### config.mk
export PLATFORM = sky130hd
export DESIGN_NAME = instr_prefetch
export DESIGN_NICKNAME = d
export VERILOG_FILES = /design/src/rtl/cpu_pkg.sv /design/src/rtl/ifetch_fifo.sv /design/src/rtl/instr_prefetch.sv
export SDC_FILE = /design/constraint.sdc
export NUM_CORES = 1
export LEC_CHECK = 0
export CAP_MARGIN = 10
export CELL_PAD_IN_SITES_DETAIL_PLACEMENT = 0
export CELL_PAD_IN_SITES_GLOBAL_PLACEMENT = 1
export CORE_ASPECT_RATIO = 0.9
export CORE_MARGIN = 3
export CORE_UTILIZATION = 52
export CTS_CLUSTER_DIAMETER = 30
export DETAILED_ROUTE_END_ITERATION = 10
export DONT_BUFFER_PORTS = 1
export PLACE_DENSITY = 0.8
export SLEW_MARGIN = 5
export SYNTH_ARGS = -nofsm -noshare
export SYNTH_HDL_FRONTEND = slang
export SYNTH_SLANG_ARGS = --single-unit
export TNS_END_PERCENT = 30
### constraint.sdc
create_clock -name clk -period 3.61 [get_ports clk]
set_clock_uncertainty 0.2 [all_clocks]
set_input_delay 0.5415 -clock clk [delete_from_list [all_inputs] [get_ports clk]]
set_output_delay 0.5415 -clock clk [all_outputs]
set_load 0.01 [all_outputs]
### src/rtl/cpu_pkg.sv
// Shared CPU definitions: default fetch widths, opcode constants and the
// fetch-stage FSM encodings.
package cpu_pkg;

   localparam int PC_W_DEF    = 10;
   localparam int INSTR_W_DEF = 32;

   typedef logic [3:0] opcode_t;

   localparam opcode_t OPC_ALU = 4'h1;
   localparam opcode_t OPC_MEM = 4'h2;
   localparam opcode_t OPC_MOV = 4'h8;
   localparam opcode_t OPC_BR  = 4'hC;
   localparam opcode_t OPC_NOP = 4'hF;

   localparam logic [1:0] ST_IDLE  = 2'd0;
   localparam logic [1:0] ST_RUN   = 2'd1;
   localparam logic [1:0] ST_FLUSH = 2'd2;

   function automatic logic is_nop(input opcode_t opc);
      return opc == OPC_NOP;
   endfunction

endpackage

### src/rtl/ifetch_fifo.sv
// Prefetch queue: DEPTH x W storage with push/pop/clear and a registered head
// so the consumer sees a stable word with no read latency.
module ifetch_fifo #(
   parameter int  W     = 42,
   parameter int  DEPTH = 4,
   localparam int AW    = $clog2(DEPTH),
   localparam int LW    = AW + 1
) (
   input  logic          clk,
   input  logic          rst,
   input  logic          clear,
   input  logic          push,
   input  logic [W-1:0]  push_data,
   input  logic          pop,
   output logic [W-1:0]  head,
   output logic          head_valid,
   output logic [LW-1:0] level
);

   localparam logic [LW-1:0] FULL_LEVEL = LW'(DEPTH);

   logic [W-1:0]  mem [DEPTH];
   logic [AW-1:0] rd_ptr_reg;
   logic [AW-1:0] wr_ptr_reg;
   logic [LW-1:0] level_reg;
   logic [LW-1:0] level_next;
   logic [W-1:0]  head_reg;
   logic [W-1:0]  head_next;
   logic          do_push;
   logic          do_pop;

   assign do_pop  = pop && (level_reg != '0);
   assign do_push = push && ((level_reg != FULL_LEVEL) || do_pop);

   always_comb begin
      level_next = level_reg;
      case ({do_push, do_pop})
         2'b10:   level_next = level_reg + LW'(1);
         2'b01:   level_next = level_reg - LW'(1);
         default: level_next = level_reg;
      endcase
   end

   // Head is refreshed from the next stored entry, or bypassed from the push
   // data when the queue is (or is about to become) empty.
   always_comb begin
      head_next = head_reg;
      if (do_pop && (level_reg > LW'(1))) begin
         head_next = mem[rd_ptr_reg + AW'(1)];
      end else if (do_push && ((level_reg == '0) || (do_pop && (level_reg == LW'(1))))) begin
         head_next = push_data;
      end
   end

   always_ff @(posedge clk) begin
      if (do_push) begin
         mem[wr_ptr_reg] <= push_data;
      end
   end

   always_ff @(posedge clk) begin
      if (rst) begin
         rd_ptr_reg <= '0;
         wr_ptr_reg <= '0;
         level_reg  <= '0;
         head_reg   <= '0;
      end else if (clear) begin
         rd_ptr_reg <= '0;
         wr_ptr_reg <= '0;
         level_reg  <= '0;
      end else begin
         if (do_push) begin
            wr_ptr_reg <= wr_ptr_reg + AW'(1);
         end
         if (do_pop) begin
            rd_ptr_reg <= rd_ptr_reg + AW'(1);
         end
         level_reg <= level_next;
         head_reg  <= head_next;
      end
   end

   assign head       = head_reg;
   assign head_valid = (level_reg != '0);
   assign level      = level_reg;

endmodule

### src/rtl/instr_prefetch.sv
// Fetch stage: owns the fetch PC, issues one ROM read per cycle against queue
// credit, and flushes on redirect. Define IFETCH_SKIP_NOP_EN to drop no-ops.
module instr_prefetch
   import cpu_pkg::*;
#(
   parameter int  PC_W    = PC_W_DEF,
   parameter int  INSTR_W = INSTR_W_DEF,
   parameter int  DEPTH   = 4,
   localparam int LW      = $clog2(DEPTH) + 1
) (
   input  logic               clk,
   input  logic               rst,
   output logic               rom_rd,
   output logic [PC_W-1:0]    rom_addr,
   input  logic [INSTR_W-1:0] rom_data,
   input  logic               redirect,
   input  logic [PC_W-1:0]    redirect_pc,
   output logic               out_valid,
   input  logic               out_ready,
   output logic [INSTR_W-1:0] out_instr,
   output logic [PC_W-1:0]    out_pc,
   output logic [LW-1:0]      level
);

   localparam int          EW         = INSTR_W + PC_W;
   localparam logic [LW:0] CREDIT_MAX = (LW + 1)'(DEPTH);

   logic [PC_W-1:0] fetch_pc_reg;
   logic [PC_W-1:0] fetch_pc_next;
   logic [PC_W-1:0] issued_pc_reg;
   logic            inflight_reg;
   logic [1:0]      state_reg;
   logic [1:0]      state_next;
   logic [LW-1:0]   fifo_level;
   logic [LW:0]     credit_used;
   logic            kill;
   logic            drop_nop;
   logic            push_en;
   logic [EW-1:0]   head;

   // Registered level plus outstanding read: a same-cycle pop frees no credit.
   assign credit_used = {1'b0, fifo_level} + {{LW{1'b0}}, inflight_reg};
   assign rom_rd      = !rst && !redirect && (credit_used < CREDIT_MAX);
   assign rom_addr    = rst ? '0 : fetch_pc_reg;

   always_comb begin
      fetch_pc_next = fetch_pc_reg;
      if (redirect) begin
         fetch_pc_next = redirect_pc;
      end else if (rom_rd) begin
         fetch_pc_next = fetch_pc_reg + PC_W'(1);
      end
   end

   always_comb begin
      state_next = state_reg;
      case (state_reg)
         ST_IDLE:  state_next = redirect ? ST_FLUSH : ST_RUN;
         ST_RUN:   state_next = redirect ? ST_FLUSH : ST_RUN;
         ST_FLUSH: state_next = redirect ? ST_FLUSH : ST_RUN;
         default:  state_next = ST_IDLE;
      endcase
   end

   always_ff @(posedge clk) begin
      if (rst) begin
         fetch_pc_reg  <= '0;
         issued_pc_reg <= '0;
         inflight_reg  <= 1'b0;
         state_reg     <= ST_IDLE;
      end else begin
         fetch_pc_reg <= fetch_pc_next;
         inflight_reg <= rom_rd;
         if (rom_rd) begin
            issued_pc_reg <= fetch_pc_reg;
         end
         state_reg <= state_next;
      end
   end

   // A return from before the redirect must never reach the cleared queue.
   assign kill = redirect || ((state_reg == ST_FLUSH) && inflight_reg);

`ifdef IFETCH_SKIP_NOP_EN
   assign drop_nop = is_nop(rom_data[INSTR_W-1 -: 4]);
`else
   assign drop_nop = 1'b0;
`endif

   assign push_en = inflight_reg && !kill && !drop_nop;

   ifetch_fifo #(
      .W     (EW),
      .DEPTH (DEPTH)
   ) u_fifo (
      .clk        (clk),
      .rst        (rst),
      .clear      (redirect),
      .push       (push_en),
      .push_data  ({rom_data, issued_pc_reg}),
      .pop        (out_ready),
      .head       (head),
      .head_valid (out_valid),
      .level      (fifo_level)
   );

   assign out_instr = head[EW-1 -: INSTR_W];
   assign out_pc    = head[PC_W-1:0];
   assign level     = fifo_level;

endmodule

==> results of run 1 <==
[cells in the mapped netlist, types with 2 or more instances]
master                     number  area [um^2]
sky130_fd_sc_hd__and2_1         5        31.28
sky130_fd_sc_hd__a21oi_1       19        95.09
sky130_fd_sc_hd__a211oi_1      45        337.8
sky130_fd_sc_hd__nand4_1        3        18.77
sky130_fd_sc_hd__nor4_1         3        18.77
sky130_fd_sc_hd__buf_2         15        75.07
sky130_fd_sc_hd__nor2b_1       10        62.56
sky130_fd_sc_hd__a311oi_1      43        376.6
sky130_fd_sc_hd__and3_1         2        12.51
sky130_fd_sc_hd__nor2_1        12        45.04
sky130_fd_sc_hd__a221oi_1       2        17.52
sky130_fd_sc_hd__o21ai_0       50        250.2
sky130_fd_sc_hd__ha_1           9        112.6
sky130_fd_sc_hd__a21o_1         2        15.01
sky130_fd_sc_hd__nand3_1       51        255.2
sky130_fd_sc_hd__nand2b_1       3        18.77
sky130_fd_sc_hd__mux4_2        42        945.9
sky130_fd_sc_hd__nor3b_1        2        15.01
sky130_fd_sc_hd__inv_1         13        48.80
sky130_fd_sc_hd__clkbuf_1      44        165.2
sky130_fd_sc_hd__xor2_1         2        17.52
sky130_fd_sc_hd__buf_1          4        15.01
sky130_fd_sc_hd__or3_1          2        12.51
sky130_fd_sc_hd__nand2_1       29        108.9
sky130_fd_sc_hd__dfxtp_1       72         1441
sky130_fd_sc_hd__nor3_1         2        10.01
sky130_fd_sc_hd__a31oi_1        5        31.28
sky130_fd_sc_hd__edfxtp_1     168         5045
sky130_fd_sc_hd__o211ai_1       4        30.03
[worst max-delay path, stage by stage, from the launching register on]
cell and delay, ns:
sky130_fd_sc_hd__dfxtp_1 0.38, sky130_fd_sc_hd__and3_1 0.31, sky130_fd_sc_hd__or3_1 0.62, sky130_fd_sc_hd__inv_1 0.49
[report_power, final]
group	internal [mW]	switching (mW)
sequential	3.00	0.0586
clock	2.48	1.37
combinational	0.0995	0.153
[kinds of logic after synthesis]
group,after synthesis
flops,240
compound gates,180
simple gates,130
buf+inv,78
mux,44
fa+ha+maj,9
xor+xnor,3
[placed cells by master (no fill, tap or decap), types with 11 or more instances in the layout]
cell,instances
sky130_fd_sc_hd__nand2_1,29
sky130_fd_sc_hd__a211oi_1,45
sky130_fd_sc_hd__nor2_1,11
sky130_fd_sc_hd__inv_6,12
sky130_fd_sc_hd__mux4_2,42
sky130_fd_sc_hd__a311oi_1,43
sky130_fd_sc_hd__inv_1,13
sky130_fd_sc_hd__a21oi_1,19
sky130_fd_sc_hd__edfxtp_1,168
sky130_fd_sc_hd__o21ai_0,50
sky130_fd_sc_hd__dlygate4sd3_1,41
sky130_fd_sc_hd__buf_4,14
sky130_fd_sc_hd__dfxtp_1,70
sky130_fd_sc_hd__nand3_1,51
sky130_fd_sc_hd__clkbuf_16,43
[worst paths after layout]
| kind | startpoint | endpoint | slack [ns] |
|---|---|---|---|
| setup / recovery | u_fifo.level[1] | rom_rd | 0.55 |
| hold / removal | rom_data[20] | u_fifo.head[30] | 0.02 |
| setup reg to reg | u_fifo.level[1] | u_fifo.head[11] | 0.66 |
| hold reg to reg | state_reg[1] | state_reg[0] | 0.29 |
[per-stage QoR]
step                      total power, mW  setup slack [ns]
after floorplan                     3.248            0.4074
after global placement              3.280            0.8659
after detailed placement            3.290            0.7660
after CTS                           7.214            0.5342
after global routing                7.381            0.3536
final                               7.157            0.5549
[cell type report]
class                           count  area [um^2]
Inverter                           14        52.55
Sequential cell                   240         6491
Clock inverter                     27        284.0
Tap cell                          245        306.5
Fill cell                        1348         6574
Timing Repair Buffer               58        583.1
Clock buffer                       49         1119
Multi-Input combinational cell    366         3055
[layer usage]
metal | wire (um) | share of wire (%) | up-vias
met1 | 9480 | 41 | 3145
met3 | 1958 | 8.4 | 34
met2 | 11320 | 49 | 298
met5 | 0 | 0 | -
li1 | - | - | 2833
met4 | 480 | 2.1 | 0
==> run_summary.xml, run 1 <==
<?xml version="1.0" encoding="UTF-8"?>
<metrics>
  <group name="status">
    <metric name="status" unit="">finished clean</metric>
  </group>
  <group name="global_route">
    <metric name="grt_pass1_wl" unit="um">36600</metric>
    <metric name="via_count_of_the_first_global_routing_pass" unit="">6622</metric>
    <metric name="global_route.usage.total" unit="%">23.07</metric>
    <metric name="grt_max_degree" unit="">85</metric>
    <metric name="grt-ovfl-total" unit="">0</metric>
    <metric name="grt_use_met3" unit="%">5.933</metric>
    <metric name="grt_antenna_before_repair" unit="">0</metric>
    <metric name="grtUsageMet2" unit="%">37.42</metric>
    <metric name="grt.busiest_layer" unit="">met2</metric>
    <metric name="met1_usage" unit="%">30.57</metric>
  </group>
  <group name="sta">
    <metric name="timing.fmax" unit="GHz">0.3273</metric>
    <metric name="totalNegativeSetupSlack" unit="ns">0</metric>
    <metric name="unrepaired_setup_endpoints_after_global_routing" unit="">no</metric>
    <metric name="timing.final.setup_violations" unit="">0</metric>
    <metric name="final_hold_viol_count" unit="">0</metric>
    <metric name="slew_viol_final" unit="">0</metric>
    <metric name="finalCritPeriodShare" unit="%">84.63</metric>
    <metric name="post-route-min-period" unit="ns">3.055</metric>
    <metric name="hold_slack" unit="ns">0.02019</metric>
    <metric name="worst_pin_slew" unit="ns">0.9309</metric>
    <metric name="slew_headroom" unit="%">37.94</metric>
  </group>
  <group name="drt">
    <metric name="antenna_viol_nets_final" unit="">0</metric>
    <metric name="route.final.wire_length" unit="um">23240</metric>
    <metric name="vias_per_cell" unit="">6.316</metric>
    <metric name="detail_route.wl_per_cell" unit="um">23.26</metric>
    <metric name="drt-pass1-iter-count" unit="">5</metric>
    <metric name="detailroute.via_count" unit="">6310</metric>
    <metric name="drt-initial-drc-count" unit="">445</metric>
    <metric name="post-route-drc-count" unit="">0</metric>
  </group>
  <group name="cells_and_area">
    <metric name="largest_register_ff_count" unit="">168</metric>
    <metric name="layout.nets" unit="">776</metric>
    <metric name="layoutNonFillerInstCount" unit="">999</metric>
    <metric name="antenna_cells_inserted" unit="">0</metric>
    <metric name="post-route-util" unit="%">64.40</metric>
    <metric name="finalInstanceArea" unit="um^2">11890</metric>
    <metric name="areaGrowthSynthToFinish" unit="%">21.02</metric>
    <metric name="post_route_cells_drive_above_1_share" unit="%">18.83</metric>
  </group>
  <group name="worst_setup_path">
    <metric name="worst_setup_ep_type" unit="">primary output</metric>
    <metric name="worstRegToRegCells" unit="">6</metric>
    <metric name="crit_required" unit="ns">2.87</metric>
    <metric name="critPathLaunchType" unit="">register</metric>
    <metric name="worstPathMaxFanout" unit="">16</metric>
    <metric name="worst-setup-path-type" unit="">reg2out</metric>
    <metric name="arrival" unit="ns">2.31</metric>
  </group>
  <group name="logic_synthesis">
    <metric name="cell_count_after_synthesis" unit="">684</metric>
    <metric name="ys_warn_count" unit="">0</metric>
    <metric name="synthSimpleGateAreaFrac" unit="%">6.813</metric>
    <metric name="average_footprint_of_a_synthesized_cell" unit="um^2">14.37</metric>
    <metric name="ys_types" unit="">50</metric>
    <metric name="synth_async_sr_flop_share" unit="%">0</metric>
    <metric name="muxShareOfSynthArea" unit="%">9.882</metric>
    <metric name="synth-xor-area-share" unit="%">0.2674</metric>
    <metric name="synth.cell_area" unit="um^2">9826</metric>
    <metric name="synth_top_family_by_area" unit="">compound AO/OA/AOI/OAI gates</metric>
    <metric name="post_synth_fa_ha_maj_area_fraction" unit="%">1.146</metric>
    <metric name="synth_flop_cell" unit="">sky130_fd_sc_hd__edfxtp_1</metric>
    <metric name="fraction_of_the_yosys_area_taken_by_sequential_cells" unit="%">66.01</metric>
    <metric name="synth-compound-area-share" unit="%">12.63</metric>
    <metric name="synth.ff_latch_count" unit="">240</metric>
    <metric name="synth-edff-count" unit="">168</metric>
    <metric name="postSynthNetCount" unit="">739</metric>
  </group>
  <group name="clock_tree">
    <metric name="numClockSinks" unit="">240</metric>
    <metric name="postCtsHoldBufs" unit="">42</metric>
    <metric name="tritoncts" unit="">yes</metric>
    <metric name="clock_tree.root_cell" unit="">sky130_fd_sc_hd__clkbuf_16</metric>
    <metric name="number_of_h_tree_levels" unit="">2</metric>
    <metric name="cts-buffers-inserted" unit="">41</metric>
    <metric name="cts_max_path_buffers" unit="">3</metric>
    <metric name="skew_pair_late_insertion_delay" unit="ns">0.52</metric>
    <metric name="clk_transition_reported_paths" unit="ns">0.05</metric>
    <metric name="post_cts_buffers" unit="">0</metric>
    <metric name="post_cts_resized" unit="">0</metric>
  </group>
  <group name="floorplanning">
    <metric name="die_y" unit="um">136.4</metric>
    <metric name="dieWidth" unit="um">150.9</metric>
    <metric name="core-area" unit="um^2">18470</metric>
    <metric name="effective_utilization_at_floorplan" unit="%">53.21</metric>
    <metric name="ioPinCount" unit="">103</metric>
    <metric name="design.die.area" unit="um^2">20580</metric>
    <metric name="fp-row-count" unit="">47</metric>
  </group>
  <group name="placed_design">
    <metric name="dpl.cell_count" unit="">881</metric>
    <metric name="final_replace_weighted_congestion" unit="">0.8083</metric>
    <metric name="port-buffer-count" unit="">0</metric>
    <metric name="place_hpwl" unit="um">12280</metric>
    <metric name="postPlaceCellArea" unit="um^2">10050</metric>
  </group>
  <group name="worst_hold_path">
    <metric name="hold_path_depth" unit="">2</metric>
    <metric name="worst_hold_path_type" unit="">in2reg</metric>
  </group>
  <group name="pwr">
    <metric name="max-vdd-ir-drop" unit="mV">0.3289</metric>
    <metric name="leakage" unit="nW">3.762</metric>
    <metric name="cellPowerDensity" unit="nW/um^2">601.9</metric>
  </group>
  <group name="run">
    <metric name="timing.max_cap.violations" unit="">0</metric>
  </group>
</metrics>
(Power assumes the default switching activity.)
==> run 2, diff against run 1 <==
- clock period: 3.61 -> 2.9 ns (I/O delays scaled with it)
==> run 2 against run 1 <==
Net effect: non-clock buffer count is 11 higher; sequential cell count stayed put; routed wire length is 0.71% higher; via count is 1.0% higher; register-to-register slack worse by 0.52 ns; clock power is 17% higher; hold slack worse by 0.0043 ns; die area stayed put; critical path depth is 2 higher; sequential share of layout area is 0.13 points lower; critical endpoint is now fetch_pc_reg[7]; largest power group unchanged.
==> run_summary.xml, run 2 (synthesized netlist as in run 1, its figures left out) <==
<?xml version="1.0" encoding="UTF-8"?>
<metrics>
  <group name="worst_setup_path">
    <metric name="worstPathMaxFanout" unit="">10</metric>
    <metric name="worst_r2r_startpoint" unit="">u_fifo.level[2]</metric>
    <metric name="worst_setup_ep_type" unit="">register</metric>
    <metric name="crit_path_start" unit="">u_fifo.level[2]</metric>
    <metric name="worst-setup-path-type" unit="">reg2reg</metric>
    <metric name="setup_slack_reg_to_reg" unit="ns">0.14</metric>
    <metric name="worstRegToRegCells" unit="">5</metric>
    <metric name="critPathLaunchType" unit="">register</metric>
    <metric name="crit_path_end" unit="">fetch_pc_reg[7]</metric>
    <metric name="crit-reg2reg-capture" unit="">fetch_pc_reg[7]</metric>
    <metric name="arrival" unit="ns">3.01</metric>
    <metric name="crit_required" unit="ns">3.15</metric>
  </group>
  <group name="floorplanning">
    <metric name="design.die.area" unit="um^2">20580</metric>
    <metric name="dieWidth" unit="um">150.9</metric>
    <metric name="die_y" unit="um">136.4</metric>
    <metric name="core-area" unit="um^2">18470</metric>
    <metric name="effective_utilization_at_floorplan" unit="%">53.21</metric>
    <metric name="fp-row-count" unit="">47</metric>
    <metric name="ioPinCount" unit="">103</metric>
  </group>
  <group name="global_route">
    <metric name="grt_pass1_wl" unit="um">37040</metric>
    <metric name="grt-ovfl-total" unit="">0</metric>
    <metric name="grt_antenna_before_repair" unit="">0</metric>
    <metric name="via_count_of_the_first_global_routing_pass" unit="">6702</metric>
    <metric name="global_route.usage.total" unit="%">23.35</metric>
    <metric name="grt_max_degree" unit="">64</metric>
  </group>
  <group name="worst_hold_path">
    <metric name="worst_hold_path_type" unit="">in2reg</metric>
  </group>
  <group name="pwr">
    <metric name="net_switching" unit="mW">1.939</metric>
    <metric name="power.share.clock" unit="%">52.0</metric>
    <metric name="pwr-share-comb" unit="%">4.0</metric>
    <metric name="swShare" unit="%">22.43</metric>
    <metric name="cellPowerDensity" unit="nW/um^2">725.2</metric>
    <metric name="total_power" unit="mW">8.645</metric>
    <metric name="power_report.internal_total" unit="mW">6.706</metric>
    <metric name="seqPwrFrac" unit="%">44.0</metric>
    <metric name="leakage" unit="nW">3.758</metric>
    <metric name="max-vdd-ir-drop" unit="mV">0.4038</metric>
  </group>
  <group name="sta">
    <metric name="worst_pin_slew" unit="ns">0.6303</metric>
    <metric name="totalNegativeSetupSlack" unit="ns">0</metric>
    <metric name="finalCritPeriodShare" unit="%">95.28</metric>
    <metric name="final_hold_viol_count" unit="">0</metric>
    <metric name="slew_headroom" unit="%">57.98</metric>
    <metric name="post-route-min-period" unit="ns">2.763</metric>
    <metric name="timing.final.setup_violations" unit="">0</metric>
    <metric name="slew_viol_final" unit="">0</metric>
    <metric name="unrepaired_setup_endpoints_after_global_routing" unit="">no</metric>
    <metric name="timing.fmax" unit="GHz">0.3619</metric>
  </group>
  <group name="clock_tree">
    <metric name="cts_max_path_buffers" unit="">3</metric>
    <metric name="post_cts_buffers" unit="">0</metric>
    <metric name="clock_tree.root_cell" unit="">sky130_fd_sc_hd__clkbuf_16</metric>
    <metric name="cts-buffers-inserted" unit="">41</metric>
    <metric name="tritoncts" unit="">yes</metric>
    <metric name="clk_transition_reported_paths" unit="ns">0.05</metric>
    <metric name="skew_pair_late_insertion_delay" unit="ns">0.52</metric>
    <metric name="number_of_h_tree_levels" unit="">2</metric>
    <metric name="numClockSinks" unit="">240</metric>
  </group>
  <group name="drt">
    <metric name="drt-pass1-iter-count" unit="">5</metric>
    <metric name="vias_per_cell" unit="">6.319</metric>
    <metric name="post-route-drc-count" unit="">0</metric>
    <metric name="route.final.wire_length" unit="um">23400</metric>
    <metric name="detail_route.wl_per_cell" unit="um">23.19</metric>
    <metric name="antenna_viol_nets_final" unit="">0</metric>
    <metric name="drt-initial-drc-count" unit="">508</metric>
    <metric name="detailroute.via_count" unit="">6376</metric>
  </group>
  <group name="cells_and_area">
    <metric name="layoutNonFillerInstCount" unit="">1009</metric>
    <metric name="commonest_non_fill_non_tap_cell_in_the_layout" unit="">sky130_fd_sc_hd__edfxtp_1</metric>
    <metric name="final_cell_mix" unit="">sky130_fd_sc_hd__edfxtp_1 (168), sky130_fd_sc_hd__dfxtp_1 (70), sky130_fd_sc_hd__nand3_1 (51)</metric>
    <metric name="largest_register_ff_count" unit="">168</metric>
    <metric name="antenna_cells_inserted" unit="">0</metric>
    <metric name="post_route_cells_drive_above_1_share" unit="%">19.63</metric>
    <metric name="layout.nets" unit="">787</metric>
    <metric name="areaGrowthSynthToFinish" unit="%">21.32</metric>
  </group>
  <group name="status">
    <metric name="status" unit="">finished clean</metric>
  </group>
  <group name="placed_design">
    <metric name="dpl.cell_count" unit="">890</metric>
    <metric name="final_replace_weighted_congestion" unit="">0.7792</metric>
    <metric name="port-buffer-count" unit="">0</metric>
    <metric name="place_hpwl" unit="um">13340</metric>
  </group>
  <group name="run">
    <metric name="timing.max_cap.violations" unit="">0</metric>
  </group>
</metrics>
==> run 2: cell count changes in the layout (fill, tap and decap cells not counted), sizes merged <==
| cell | delta |
|---|---|
| inv | -8 |
| buf | +10 |
| bufinv | -1 |
| clkinv | +8 |
| dlygate4sd3 | +1 |
==> run 2: worst min-delay path by stage <==
stage	startpoint	end	slack, ns	depth (start not counted)
after global routing	redirect	state_reg[1]	0.02	2
final	redirect	state_reg[1]	0.02	2
after floorplan	state_reg[0]	state_reg[0]	0.24	1
after global placement	state_reg[0]	state_reg[0]	0.26	1
after CTS	redirect	state_reg[1]	0.005	2
after detailed placement	state_reg[1]	state_reg[1]	0.28	1
==> run 2: what timing repair did <==
action	in CTS	in global routing
resized for setup	0	1
setup endpoints to repair	0	1
hold buffers	44	0
hold endpoints to repair	195	0
==> run 2: worst max-delay path, stage by stage, from the launching register on <==
cell,delay [ns]
sky130_fd_sc_hd__dfxtp_1,0.45
sky130_fd_sc_hd__or3_4,0.51
sky130_fd_sc_hd__or4b_4,0.55
sky130_fd_sc_hd__mux2_4,0.32
sky130_fd_sc_hd__a21oi_2,0.12
sky130_fd_sc_hd__dlygate4sd3_1,0.55
==> run 2: area by class of cell <==
type,count,area (um^2)
sequential,240,6491
clock inverter,26,237.7
tap,245,306.5
clock buffer,49,1066
multi-input combinational,366,3060
timing repair buffer,69,705.7
inverter,14,52.55
fill,1321,6545
==> run 2: metrics by stage <==
step	cell area, um^2	utilization (%)	hold WS (ns)	setup WS (ns)
global placement	10140	54.93	0.2573	0.4461
detailed placement	10140	54.93	0.2785	0.3433
global route	11920	64.55	0.01737	0.04825
floorplan	9828	-	0.2424	-0.3016
finish	11920	64.55	0.01592	0.1368
CTS	11920	64.53	0.005460	0.04399
==> run 2: power groups by stage <==
| stage | registers (mW) | clock network (mW) | logic (mW) |
|---|---|---|---|
| finish | 3.81 | 4.49 | 0.343 |
| global route | 3.81 | 4.72 | 0.376 |
| floorplan | 3.85 | 0 | 0.194 |
| detailed placement | 3.87 | 0 | 0.230 |
| global placement | 3.87 | 0 | 0.220 |
| CTS | 3.81 | 4.55 | 0.340 |
==> run 2: per-layer routing <==
metal / routed length (um) / part of all wire (%) / track usage (%)
met1: 9641 / 41 / 30.73
met2: 11270 / 48 / 38.11
met3: 1871 / 8.0 / 5.667
met4: 616 / 2.6 / 8.459
met5: 0 / 0 / 0
==> run 3, diff against run 2 <==
- CORE_MARGIN: 3 -> not set
==> run 3 against run 2 <==
Net effect: total power is 6.7% higher; first-iteration DRC count decreased by 18%; cell area up 1.8%; worst setup slack got worse by 0.012 ns; combinational power barely moved; die area decreased by 5.5%; sequential power hardly changed; count of clock-buffer cells in the layout rose by 2; critical path type is now reg2out; largest power group unchanged; highest routed layer unchanged.
==> run_summary.xml, run 3 (synthesized netlist as in run 1, its figures left out) <==
<?xml version="1.0" encoding="UTF-8"?>
<metrics>
  <group name="drt">
    <metric name="post-route-drc-count" unit="">0</metric>
    <metric name="drt-initial-drc-count" unit="">419</metric>
    <metric name="vias_per_cell" unit="">6.321</metric>
    <metric name="met2RoutedLength" unit="um">11240</metric>
    <metric name="antenna_viol_nets_final" unit="">0</metric>
    <metric name="route.final.wire_length" unit="um">22730</metric>
    <metric name="detail_route.wl_per_cell" unit="um">22.55</metric>
    <metric name="drt-pass1-iter-count" unit="">4</metric>
    <metric name="highest-signal-layer" unit="">met4</metric>
    <metric name="met1Wirelength" unit="um">9381</metric>
    <metric name="detailroute.via_count" unit="">6372</metric>
    <metric name="wl_met3" unit="um">1675</metric>
  </group>
  <group name="sta">
    <metric name="unrepaired_setup_endpoints_after_global_routing" unit="">no</metric>
    <metric name="worst_pin_slew" unit="ns">0.7528</metric>
    <metric name="hold_slack" unit="ns">0.03085</metric>
    <metric name="slew_viol_final" unit="">0</metric>
    <metric name="timing.final.setup_violations" unit="">0</metric>
    <metric name="timing.fmax" unit="GHz">0.3603</metric>
    <metric name="slew_headroom" unit="%">49.71</metric>
    <metric name="finalCritPeriodShare" unit="%">95.70</metric>
    <metric name="final_hold_viol_count" unit="">0</metric>
    <metric name="post-route-min-period" unit="ns">2.775</metric>
  </group>
  <group name="clock_tree">
    <metric name="cts-buffers-inserted" unit="">42</metric>
    <metric name="skew_pair_late_insertion_delay" unit="ns">0.54</metric>
    <metric name="cts_max_path_buffers" unit="">3</metric>
    <metric name="tritoncts" unit="">yes</metric>
    <metric name="post_cts_buffers" unit="">0</metric>
    <metric name="clk_transition_reported_paths" unit="ns">0.04</metric>
    <metric name="number_of_h_tree_levels" unit="">2</metric>
    <metric name="clock_tree.root_cell" unit="">sky130_fd_sc_hd__clkbuf_16</metric>
    <metric name="numClockSinks" unit="">240</metric>
  </group>
  <group name="floorplanning">
    <metric name="dieWidth" unit="um">146.9</metric>
    <metric name="fp-row-count" unit="">47</metric>
    <metric name="die_y" unit="um">132.4</metric>
    <metric name="design.die.area" unit="um^2">19450</metric>
    <metric name="effective_utilization_at_floorplan" unit="%">53.21</metric>
    <metric name="core-area" unit="um^2">18470</metric>
    <metric name="ioPinCount" unit="">103</metric>
  </group>
  <group name="placed_design">
    <metric name="place_hpwl" unit="um">12500</metric>
    <metric name="final_replace_weighted_congestion" unit="">0.7668</metric>
    <metric name="dpl.cell_count" unit="">884</metric>
    <metric name="port-buffer-count" unit="">0</metric>
    <metric name="postPlaceCellArea" unit="um^2">10160</metric>
  </group>
  <group name="worst_hold_path">
    <metric name="hold_path_startpoint" unit="">redirect</metric>
    <metric name="holdPathEnd" unit="">state_reg[1]</metric>
    <metric name="worst_hold_path_type" unit="">in2reg</metric>
    <metric name="hold_path_depth" unit="">2</metric>
  </group>
  <group name="worst_setup_path">
    <metric name="setup_slack_reg_to_reg" unit="ns">0.39</metric>
    <metric name="worstPathMaxFanout" unit="">16</metric>
    <metric name="crit_required" unit="ns">2.27</metric>
    <metric name="crit-reg2reg-capture" unit="">u_fifo.head[17]</metric>
    <metric name="worst-setup-path-type" unit="">reg2out</metric>
    <metric name="worst_r2r_startpoint" unit="">u_fifo.level[1]</metric>
    <metric name="worst_setup_ep_type" unit="">primary output</metric>
    <metric name="critPathLaunchType" unit="">register</metric>
    <metric name="worstRegToRegCells" unit="">6</metric>
    <metric name="arrival" unit="ns">2.14</metric>
  </group>
  <group name="pwr">
    <metric name="cellPowerDensity" unit="nW/um^2">760.2</metric>
    <metric name="total_power" unit="mW">9.223</metric>
    <metric name="max-vdd-ir-drop" unit="mV">0.3700</metric>
    <metric name="leakage" unit="nW">3.825</metric>
  </group>
  <group name="cells_and_area">
    <metric name="seqCellArea" unit="um^2">6491</metric>
    <metric name="post-route-util" unit="%">65.71</metric>
    <metric name="layoutNonFillerInstCount" unit="">1008</metric>
    <metric name="commonest_non_fill_non_tap_cell_in_the_layout" unit="">sky130_fd_sc_hd__edfxtp_1</metric>
    <metric name="largest_register_ff_count" unit="">168</metric>
    <metric name="areaGrowthSynthToFinish" unit="%">23.48</metric>
    <metric name="finalInstanceArea" unit="um^2">12130</metric>
    <metric name="filler_cell_count" unit="">1302</metric>
    <metric name="multiInputGateArea" unit="um^2">3055</metric>
    <metric name="layout.nets" unit="">783</metric>
    <metric name="post_route_cells_drive_above_1_share" unit="%">19.55</metric>
    <metric name="final_cell_mix" unit="">sky130_fd_sc_hd__edfxtp_1 (168), sky130_fd_sc_hd__dfxtp_1 (70), sky130_fd_sc_hd__nand3_1 (51)</metric>
  </group>
  <group name="global_route">
    <metric name="grt-ovfl-total" unit="">0</metric>
    <metric name="grt_antenna_before_repair" unit="">1</metric>
    <metric name="grt_max_degree" unit="">85</metric>
    <metric name="global_route.usage.total" unit="%">24.14</metric>
    <metric name="grt_pass1_wl" unit="um">36070</metric>
    <metric name="via_count_of_the_first_global_routing_pass" unit="">6545</metric>
  </group>
  <group name="run">
    <metric name="timing.max_cap.violations" unit="">0</metric>
  </group>
  <group name="status">
    <metric name="status" unit="">finished clean</metric>
  </group>
</metrics>
==> run 3: cell count changes in the layout (fill, tap and decap cells not counted), sizes merged <==
cell and delta:
clkinvlp +1, bufinv +4, buf -6, clkinv -4, diode +1, clkbuf +2
dlygate4sd3 +1
==> run 3: how the worst max path moves through the flow <==
stage / from / to / slack [ns] / depth (start not counted)
after global placement: u_fifo.level[0] / u_fifo.mem[3][29] / 0.47 / 6
after floorplan: u_fifo.level[1] / u_fifo.mem[2][0] / -0.30 / 5
after CTS: u_fifo.level[1] / rom_rd / 0.12 / 3
after detailed placement: u_fifo.level[1] / u_fifo.mem[3][39] / 0.38 / 6
final: u_fifo.level[1] / rom_rd / 0.12 / 3
after global routing: u_fifo.level[1] / rom_rd / 0.03 / 3
==> run 3: layout make-up <==
class	instances	share of cell area [%]
diodes	1	0.02062
well taps	245	2.527
clock inverters	27	2.846
clock buffers	51	9.446
flip-flops and latches	240	53.50
multi-input cells	366	25.18
inverters	14	0.4331
repair buffers	64	6.043
==> run 3: routing by layer <==
metal	global-route usage, %	vias up
li1	-	2851
met1	31.42	3245
met2	39.55	245
met3	5.813	31
met4	8.935	0
met5	0	-
==> run 3: critical path: stages, from the launching register on <==
cell and delay (ns):
sky130_fd_sc_hd__dfxtp_1 0.39, sky130_fd_sc_hd__and3_1 0.32, sky130_fd_sc_hd__or3_1 0.45, sky130_fd_sc_hd__inv_1 0.46
==> run 3: power breakdown <==
group / switching [mW] / leakage [nW] / internal [mW]
sequential: 0.0707 / 2.11 / 3.73
clock: 1.69 / 0.723 / 3.38
combinational: 0.208 / 0.996 / 0.132
total: 1.97 / 3.83 / 7.25
==> run 3: stage by stage <==
stage,worst slack [ns],TNS [ns]
after floorplan,-0.3016,-25.34
after global placement,0.4725,0
after detailed placement,0.3782,0
after CTS,0.1175,0
after global routing,0.02946,0
final,0.1247,0
==> run 3: what timing repair did <==
action,CTS,global route
resized for setup,0,0
endpoints found under the hold margin,195,0
hold buffers,45,0
